## src/rtl/pe_pkg.sv

```systemverilog
// Shared PE-array definitions.
// Holds the default psum pixel width, the default psum link FIFO geometry
// and the psum pixel type used between vertically adjacent PEs.
package pe_pkg;

  localparam int PE_DATA_WIDTH      = 16;  // psum pixel width of a PE
  localparam int PSUM_FIFO_DEPTH    = 8;   // default psum link FIFO depth
  localparam int PSUM_FIFO_AF_LEVEL = 6;   // default almost-full threshold

  typedef logic [PE_DATA_WIDTH-1:0] psum_t;

endpackage

```

## src/rtl/wrap_ptr.sv

```systemverilog
// Modulo-DEPTH pointer register.
// Counts 0..DEPTH-1 and wraps by explicit compare, so DEPTH need not be a
// power of two.
// Ports:
//   clk    rising-edge clock
//   reset  synchronous active-high reset (pointer -> 0)
//   clr_i  synchronous clear (pointer -> 0), lower priority than reset
//   en_i   advance the pointer by one
//   ptr_o  current pointer value
module wrap_ptr #(
  parameter  int DEPTH = 8,
  localparam int PTR_W = (DEPTH > 1) ? $clog2(DEPTH) : 1
) (
  input  logic             clk,
  input  logic             reset,
  input  logic             clr_i,
  input  logic             en_i,
  output logic [PTR_W-1:0] ptr_o
);

  logic [PTR_W-1:0] ptr_q, ptr_d;

  always_comb begin
    ptr_d = ptr_q;
    if (clr_i)
      ptr_d = '0;
    else if (en_i)
      ptr_d = (ptr_q == PTR_W'(DEPTH - 1)) ? '0 : ptr_q + 1'b1;
  end

  always_ff @(posedge clk) begin
    if (reset) ptr_q <= '0;
    else       ptr_q <= ptr_d;
  end

  assign ptr_o = ptr_q;

endmodule

```

## src/rtl/psum_link_fifo.sv

```systemverilog
// First-word-fall-through psum FIFO between vertically adjacent PEs.
// Upstream PE pushes partial sums, downstream PE reads the head word
// combinationally on dout and acknowledges it with pop.
// Ports:
//   clk, reset           clock, synchronous active-high reset
//   flush                synchronous clear of contents (error flags kept)
//   push, din            write request / data from upstream PE
//   full, almost_full    no free entry / count >= AF_LEVEL
//   pop                  read acknowledge from downstream PE
//   dout, empty          head word (valid when !empty) / no stored entry
//   count                registered occupancy
//   overflow, underflow  sticky error flags, cleared by clear_err
//   high_water,clear_hwm max count since reset / reload with current count
//                        (only with PSUM_LINK_FIFO_HWM_EN defined)
module psum_link_fifo
  import pe_pkg::*;
#(
  parameter  int DATA_WIDTH = PE_DATA_WIDTH,
  parameter  int DEPTH      = PSUM_FIFO_DEPTH,
  parameter  int AF_LEVEL   = PSUM_FIFO_AF_LEVEL,
  localparam int CNT_WIDTH  = $clog2(DEPTH + 1),
  localparam int PTR_W      = (DEPTH > 1) ? $clog2(DEPTH) : 1
) (
  input  logic                  clk,
  input  logic                  reset,
  input  logic                  flush,
  input  logic                  push,
  input  logic [DATA_WIDTH-1:0] din,
  output logic                  full,
  output logic                  almost_full,
  input  logic                  pop,
  output logic [DATA_WIDTH-1:0] dout,
  output logic                  empty,
  output logic [CNT_WIDTH-1:0]  count,
  output logic                  overflow,
  output logic                  underflow,
`ifdef PSUM_LINK_FIFO_HWM_EN
  input  logic                  clear_hwm,
  output logic [CNT_WIDTH-1:0]  high_water,
`endif
  input  logic                  clear_err
);

  logic [DATA_WIDTH-1:0] mem_q [DEPTH];
  logic [PTR_W-1:0]      wr_ptr, rd_ptr;
  logic [CNT_WIDTH-1:0]  count_q, count_d;
  logic                  ovf_q, ovf_d, unf_q, unf_d;
  logic                  wr_en, rd_en, ovf_set, unf_set;

  // Status decodes come only from the registered count.
  assign empty       = (count_q == '0);
  assign full        = (count_q == CNT_WIDTH'(DEPTH));
  assign almost_full = (count_q >= CNT_WIDTH'(AF_LEVEL));

  // A pop frees a slot in the same cycle, so a full FIFO still accepts a
  // push alongside a pop. Flush masks all traffic and error detection.
  assign wr_en   = push & (~full | pop) & ~flush;
  assign rd_en   = pop & ~empty & ~flush;
  assign ovf_set = push & full & ~pop & ~flush;
  assign unf_set = pop & empty & ~flush;

  wrap_ptr #(.DEPTH(DEPTH)) u_wr_ptr (
    .clk  (clk),
    .reset(reset),
    .clr_i(flush),
    .en_i (wr_en),
    .ptr_o(wr_ptr)
  );

  wrap_ptr #(.DEPTH(DEPTH)) u_rd_ptr (
    .clk  (clk),
    .reset(reset),
    .clr_i(flush),
    .en_i (rd_en),
    .ptr_o(rd_ptr)
  );

  // Storage is not reset; dout is meaningless while empty.
  always_ff @(posedge clk) begin
    if (wr_en) mem_q[wr_ptr] <= din;
  end

  assign dout = mem_q[rd_ptr];

  always_comb begin
    count_d = count_q;
    if (flush)
      count_d = '0;
    else if (wr_en && !rd_en)
      count_d = count_q + 1'b1;
    else if (!wr_en && rd_en)
      count_d = count_q - 1'b1;
  end

  // Sticky flags: a new event in the same cycle as clear_err wins.
  always_comb begin
    ovf_d = ovf_q;
    unf_d = unf_q;
    if (clear_err) begin
      ovf_d = 1'b0;
      unf_d = 1'b0;
    end
    if (ovf_set) ovf_d = 1'b1;
    if (unf_set) unf_d = 1'b1;
  end

  always_ff @(posedge clk) begin
    if (reset) begin
      count_q <= '0;
      ovf_q   <= 1'b0;
      unf_q   <= 1'b0;
    end else begin
      count_q <= count_d;
      ovf_q   <= ovf_d;
      unf_q   <= unf_d;
    end
  end

  assign count     = count_q;
  assign overflow  = ovf_q;
  assign underflow = unf_q;

`ifdef PSUM_LINK_FIFO_HWM_EN
  // Tracks the registered count, so it follows a rise one cycle later.
  // Flush leaves it alone; only reset clears it.
  logic [CNT_WIDTH-1:0] hwm_q, hwm_d;

  always_comb begin
    hwm_d = hwm_q;
    if (clear_hwm)
      hwm_d = count_q;
    else if (count_q > hwm_q)
      hwm_d = count_q;
  end

  always_ff @(posedge clk) begin
    if (reset) hwm_q <= '0;
    else       hwm_q <= hwm_d;
  end

  assign high_water = hwm_q;
`endif

endmodule

```

## config.mk

```make
export PLATFORM = sky130hd
export DESIGN_NAME = psum_link_fifo
export DESIGN_NICKNAME = d
export VERILOG_FILES = /design/src/rtl/pe_pkg.sv /design/src/rtl/wrap_ptr.sv /design/src/rtl/psum_link_fifo.sv
export SDC_FILE = /design/constraint.sdc
export NUM_CORES = 1
export LEC_CHECK = 0
export CAP_MARGIN = 20
export CORE_MARGIN = 2
export CORE_UTILIZATION = 55
export CTS_BUF_LIST = sky130_fd_sc_hd__clkbuf_16
export CTS_CLUSTER_SIZE = 10
export DETAILED_ROUTE_END_ITERATION = 10
export GPL_TIMING_DRIVEN = 1
export PLACE_DENSITY = 0.72
export REMOVE_ABC_BUFFERS = 1
export SYNTH_ARGS = -nofsm -noshare
export SYNTH_HDL_FRONTEND = slang
export SYNTH_SLANG_ARGS = --single-unit
```

## constraint.sdc

```tcl
create_clock -name clk -period 4.5 [get_ports clk]
set_input_delay 0.675 -clock clk [delete_from_list [all_inputs] [get_ports clk]]
set_output_delay 0.675 -clock clk [all_outputs]
set_load 0.02 [all_outputs]
```

; ---- Yosys cells after proc, flatten, opt, wreduce, memory -nomap -nowiden
; Memories as Yosys holds them, arrays and structs flattened. A register that Yosys moved wholly into a read port is not among the register bits.
; Index checks and enable logic that the tools add are counted.
[totals]
memories = 1
word_cells = 48
out_inout_bits = 25
inputBits = 22
reg_bits = 12
ram_bits = 128
[mem_list]
columns = name, depth, width, read_ports, rd_clocked_by_memory_dff, wr, line
row1 = mem_q, 8, 16, 1, 1, 1, psum_link_fifo.sv:44  ; logic [DATA_WIDTH-1:0] mem_q [DEPTH];
[op_classes]
n_reduce_logical = 9
order_cmp = 1
bitwise_logic = 14
n_eq_ne = 3
add_sub_neg = 4
mux = 11
[ops]
columns = operator, n
row1 = two-way mux 3 bit, 4
row2 = bitwise AND 1 bit, 9
row3 = two-way mux 4 bit, 2
row4 = "adder 3 x 1 -> 3 bit, second input constant", 2
row5 = "== test 3 bit, second input constant", 2
row6 = nonzero test 2 bit, 3
row7 = two-way mux 1 bit, 5
row8 = "adder 4 x 1 -> 4 bit, second input constant", 1
row9 = "== test 4 bit, second input constant", 1
row10 = "greater-or-equal comparator 4 x 3 -> 1 bit, second input constant", 1
row11 = zero test 4 bit, 1
row12 = NOT 1 bit, 4
row13 = "subtractor 4 x 1 -> 4 bit, second input constant", 1
row14 = logical AND 1 bit, 2
row15 = zero test 1 bit, 2
row16 = OR reduction 2 bit, 1
row17 = OR 1 bit, 1

; ---- Longest topological paths before layout
[logic_depth]
ltp_word = 9
ltp_mapped = 10
depth_no_buf = 10

; ---- Hierarchy
; A second synthesis with hierarchy kept.
[hier_totals]
cells_unflattened = 267
hier_area_um2 = 5647.9
[modules_own_cells]
columns = mod, seq_area_each_um2, instances, cells_per_inst, area_per_inst_um2
row1 = psum_link_fifo, 3963.8, 1, 241, 5350.1
row2 = wrap_ptr, 60.1, 2, 13, 148.9

; ---- Least setup slack after synthesis
; OpenSTA, ideal clock, no wires.
[synth_path]
path_type = in2reg
from = input port push
to = memory mem_q[0][0] (netlist name) (enable)
arrival_time_ns = 2.615
n_path_buf = 0
setup_ns = 0.430
slack_ns = 1.455
stages = 3
cell_sequence = nor2b_1 o21ai_4 nor4_1
[synth_via]
elab_chain_cells = 4
[synth_rtl]
columns = element, line
row1 = start: declaration, psum_link_fifo.sv:27  ; input logic push,
row2 = bitwise AND 1 bit (2 in series), psum_link_fifo.sv:57  ; assign wr_en = push & (~full | pop) & ~flush;
row3 = two-way mux 1 bit, psum_link_fifo.sv:80  ; if (wr_en) mem_q[wr_ptr] <= din;
row4 = two-way mux 1 bit (not written as such), psum_link_fifo.sv:80
row5 = end: declaration, psum_link_fifo.sv:44
; Every way passes these cells.

==> results.md <==
GRT:
- The first global-routing pass estimated around 16 mm of wire.
- After global routing the overflow that remains totals 0.
- In the global route stage, overall resource usage came out at 20.1%.
- Entering global routing, the biggest net connects 21 pins.
- The initial antenna violation count was 0.
- The number of global-route vias before repair is between 2000 and 3000.

Worst setup path:
- The critical path data arrival time is between 2000 and 3000 ps.
- The largest single stage delay on the critical path is between 600 and 700 ps.
- The worst setup path is launched from a flop.
- The worst setup path is captured at a primary output.
- For the worst flop-to-flop path, the logic depth is 10.
- Of all nets on the critical path, the largest fanout is 20.
- The critical path goes through buf_12 -> mux4_2 -> mux2_2 -> clkdlybuf4s50_1.
- The required time at the worst-slack endpoint is ~3800 ps.
- The kind of critical path is flop to primary output.
- The critical-path cell with the highest stage delay is dfxtp_2.

Placed design:
- The number of placed cells counting well taps is roughly 460.
- The final RePlAce weighted congestion is 0.755.
- The quantity of I/O buffers inserted on ports is 46.
- The worst slack after detailed placement is approximately 1100 ps.
- The HPWL after detailed placement is a little under 6 mm.

Timing:
- The post-route fraction of the period consumed by the critical path is 75.5%.
- The pin slew with the least headroom to its limit is between 900 and 1000 ps.
- Setup repair after global routing left no endpoint under its margin.
- The number of failing hold endpoints at the final stage is 0.
- Headroom to the max-slew limit came out at between 30% and 40%.
- The shortest period the worst path allows is 3400 ps.
- Clock skew on the completed layout was measured at roughly 7.3 ps.
- The hold slack is slightly below 500 ps.
- The maximum achievable frequency is between 200 and 300 MHz.
- After layout, the worst setup slack is about 1100 ps.
- The final number of setup-violating endpoints is 0.
- The final-report max-slew violation count was 0.
- After routing, the total negative slack on setup checks comes to 0 ps.

Routing:
- The total number of vias is 2765.
- In the routed design, unresolved DRC markers number 0.
- Dividing the detail-routed via count by the number of cells gives 5.68.
- The count of nets left with antenna violations once routing finished came out at 0.
- The amount of wire on met3 after detailed routing is approximately 450 µm.
- The highest signal layer in the routed design is met4.
- The pre-antenna-repair detailed-routing pass consisted of 4 iterations.
- The wire length reported by the detailed router is between 10 and 15 mm.
- The detailed router put a total of between 4 and 5 mm of wire on met1.
- In the final routed layout, each cell accounts on average for slightly above 20 µm.
- After detailed routing, the met2 layer carries 5.28 mm of wire.
- The number of violations reported at the end of detailed-routing iteration 0 is 200.

Synth:
- The synthesized netlist contains 33 unique library cells.
- The share of async-settable or async-resettable flops after synthesis is 0%.
- Sequential cells were found to cover roughly three quarters of the synthesized design area.
- The number of standard cells after synthesis is 274.
- The number of flops mapped to enable cells by yosys is 128.
- Yosys printed 0 warnings.
- The synthesized flop and latch total is ~140.
- The most used flip-flop cell after synthesis is edfxtp_1.
- The synthesized area per cell is 20.4 µm².
- After synthesis the cells add up to 5580 µm².

Die:
- The vertical extent of the die is around 100 µm.
- In this run the count of I/O pins placed on the die edge is 47.
- The placeable core region is about 10000 µm².
- The initial cell density of the core is 56.8%.
- The width of the chip is roughly 100 µm.
- The full die area is roughly 11000 µm².
- The number of cell rows is 36.

Hold path:
- The path class of the tightest hold or removal check is flop to flop.
- The count of cells along the worst hold path is 2.

Clock network:
- The quantity of gates resized following cts is 0.
- The count of hold-fix buffers inserted at cts is 0.
- The CTS tree is done.
- The clock transition at the register clock pins on the worst setup and hold paths after CTS is around 60 ps.
- The clock buffer count from CTS is 17.
- At the later pin of the worst-skew pair, clock insertion delay measures a little over 400 ps.
- The root buffer cell is clkbuf_16.
- In this run the post-CTS setup repair buffer count came out at 0.
- The clock net in this run drives a total of 143 sinks.
- CTS built an H-tree with a depth of 4.
- In this run the deepest clock path goes through 2 buffers.

Cells and area:
- Relative to the synthesized area, the layout overhead comes to 24.3%.
- The number of inserted diodes is 0.
- The post-layout instance count excluding filler cells is between 400 and 500.
- In the final layout, the share of cells above drive strength 1 is about 29%.
- The final net count is ~370.

Flow run:
- The reported max-cap violation count is 0.

Power:
- Across the VDD grid, the largest voltage drop is around 250 µV.
- In this run the power density over the cells is 449 nW/µm².
- The leakage power of the design is around 2.3 nW.

Outcome:
- The flow ran to the end, and the final reports show no timing, DRC or antenna violations.
-- per-stage QoR --
stage / util [%] / power [mW] / instance area, µm²
floorplan: - / 1.57 / 5520
global placement: 64.1 / 1.64 / 6290
detailed placement: 64.1 / 1.64 / 6290
CTS: 70.6 / 3.14 / 6940
global route: 70.6 / 3.21 / 6940
finish: 70.6 / 3.11 / 6940
-- critical path, delay by kind of cell (launching register included) --
family                 cells  cell delay (ps)
buffers and inverters      2              810
muxes                      2              830
DFF                        1              650
-- logic make-up (layout without fill, tap and decap cells) --
kind of cell,count (synthesis),after routing,synth area share (%)
flip-flops,143,143,74.2
AND/OR/NAND/NOR,42,42,3.79
XOR/XNOR,2,2,0.314
AO/OA/AOI/OAI,11,11,1.37
multiplexers,52,52,16.9
buffers and inverters,16,96,1.50
adder cells (fa/ha/maj),8,8,1.93
-- power breakdown --
| group | switching, mW | internal (mW) |
|---|---|---|
| Combinational | 0.0719 | 0.0731 |
| Clock | 0.519 | 0.981 |
| Sequential | 0.00925 | 1.46 |
| Total | 0.600 | 2.51 |
-- state kept, by name (all words and copies together) (netlist names), named ones only --
signal / flops
overflow: 1
mem_q: 128
underflow: 1
u_wr_ptr.ptr_o: 3
count: 4
u_rd_ptr.ptr_o: 3
-- synthesized netlist by cell type, types with 2 or more instances --
cell type	instances	area share (%)
mux4_2	32	13
nor2b_1	2	0.22
a21oi_1	7	0.63
dfxtp_1	15	5.4
nor2_1	15	1.0
mux2i_1	4	0.72
nand3b_1	2	0.27
clkbuf_1	4	0.27
nand2_1	7	0.47
buf_6	3	0.61
inv_1	4	0.27
mux2_2	16	3.2
ha_1	7	1.6
nor3_1	4	0.36
edfxtp_1	128	69
nor4_1	2	0.22
buf_1	3	0.20
nand3_1	2	0.18
nand2b_1	3	0.34
-- cells in the final DEF (no fill, tap or decap), types with 2 or more instances in the layout --
| cell type | n |
|---|---|
| inv_1 | 5 |
| edfxtp_1 | 128 |
| nand3_1 | 2 |
| buf_4 | 11 |
| mux2_2 | 16 |
| mux2i_1 | 4 |
| clkinvlp_4 | 2 |
| ha_1 | 7 |
| mux4_2 | 32 |
| clkdlybuf4s50_1 | 46 |
| nand2b_1 | 3 |
| clkinv_1 | 2 |
| bufinv_16 | 5 |
| nor2_1 | 15 |
| nand2_1 | 7 |
| clkbuf_16 | 17 |
| buf_12 | 2 |
| nor2b_1 | 2 |
| nor3_2 | 4 |
| a21oi_1 | 7 |
| dfxtp_1 | 14 |
| inv_6 | 3 |
| nand3b_1 | 2 |
-- path summary, 6_finish.rpt --
path	startpoint	to	slack (ps)
worst max-delay path	flop	dout[5]	1100
worst min-delay path	underflow$_SDFFE_PP0P_	underflow$_SDFFE_PP0P_	480
worst max register to register	count[0]$_SDFFE_PP0P_	count[3]$_SDFFE_PP0P_	1670
worst min register to register	underflow$_SDFFE_PP0P_	underflow$_SDFFE_PP0P_	480
-- per-layer routing --
layer	track usage, %	vias up
met2	33.3	73
met5	0	-
met3	7.11	11
li1	-	1247
met1	24.6	1434
met4	7.05	0
-- area by class of cell --
class	count	area [µm²]
fill	668	2880
clock inverter	15	216
inverter	5	18.8
timing repair buffer	59	583
sequential	143	4150
tap	133	166
clock buffer	17	425
multi-input combinational	115	1380
(Power assumes the default switching activity.)
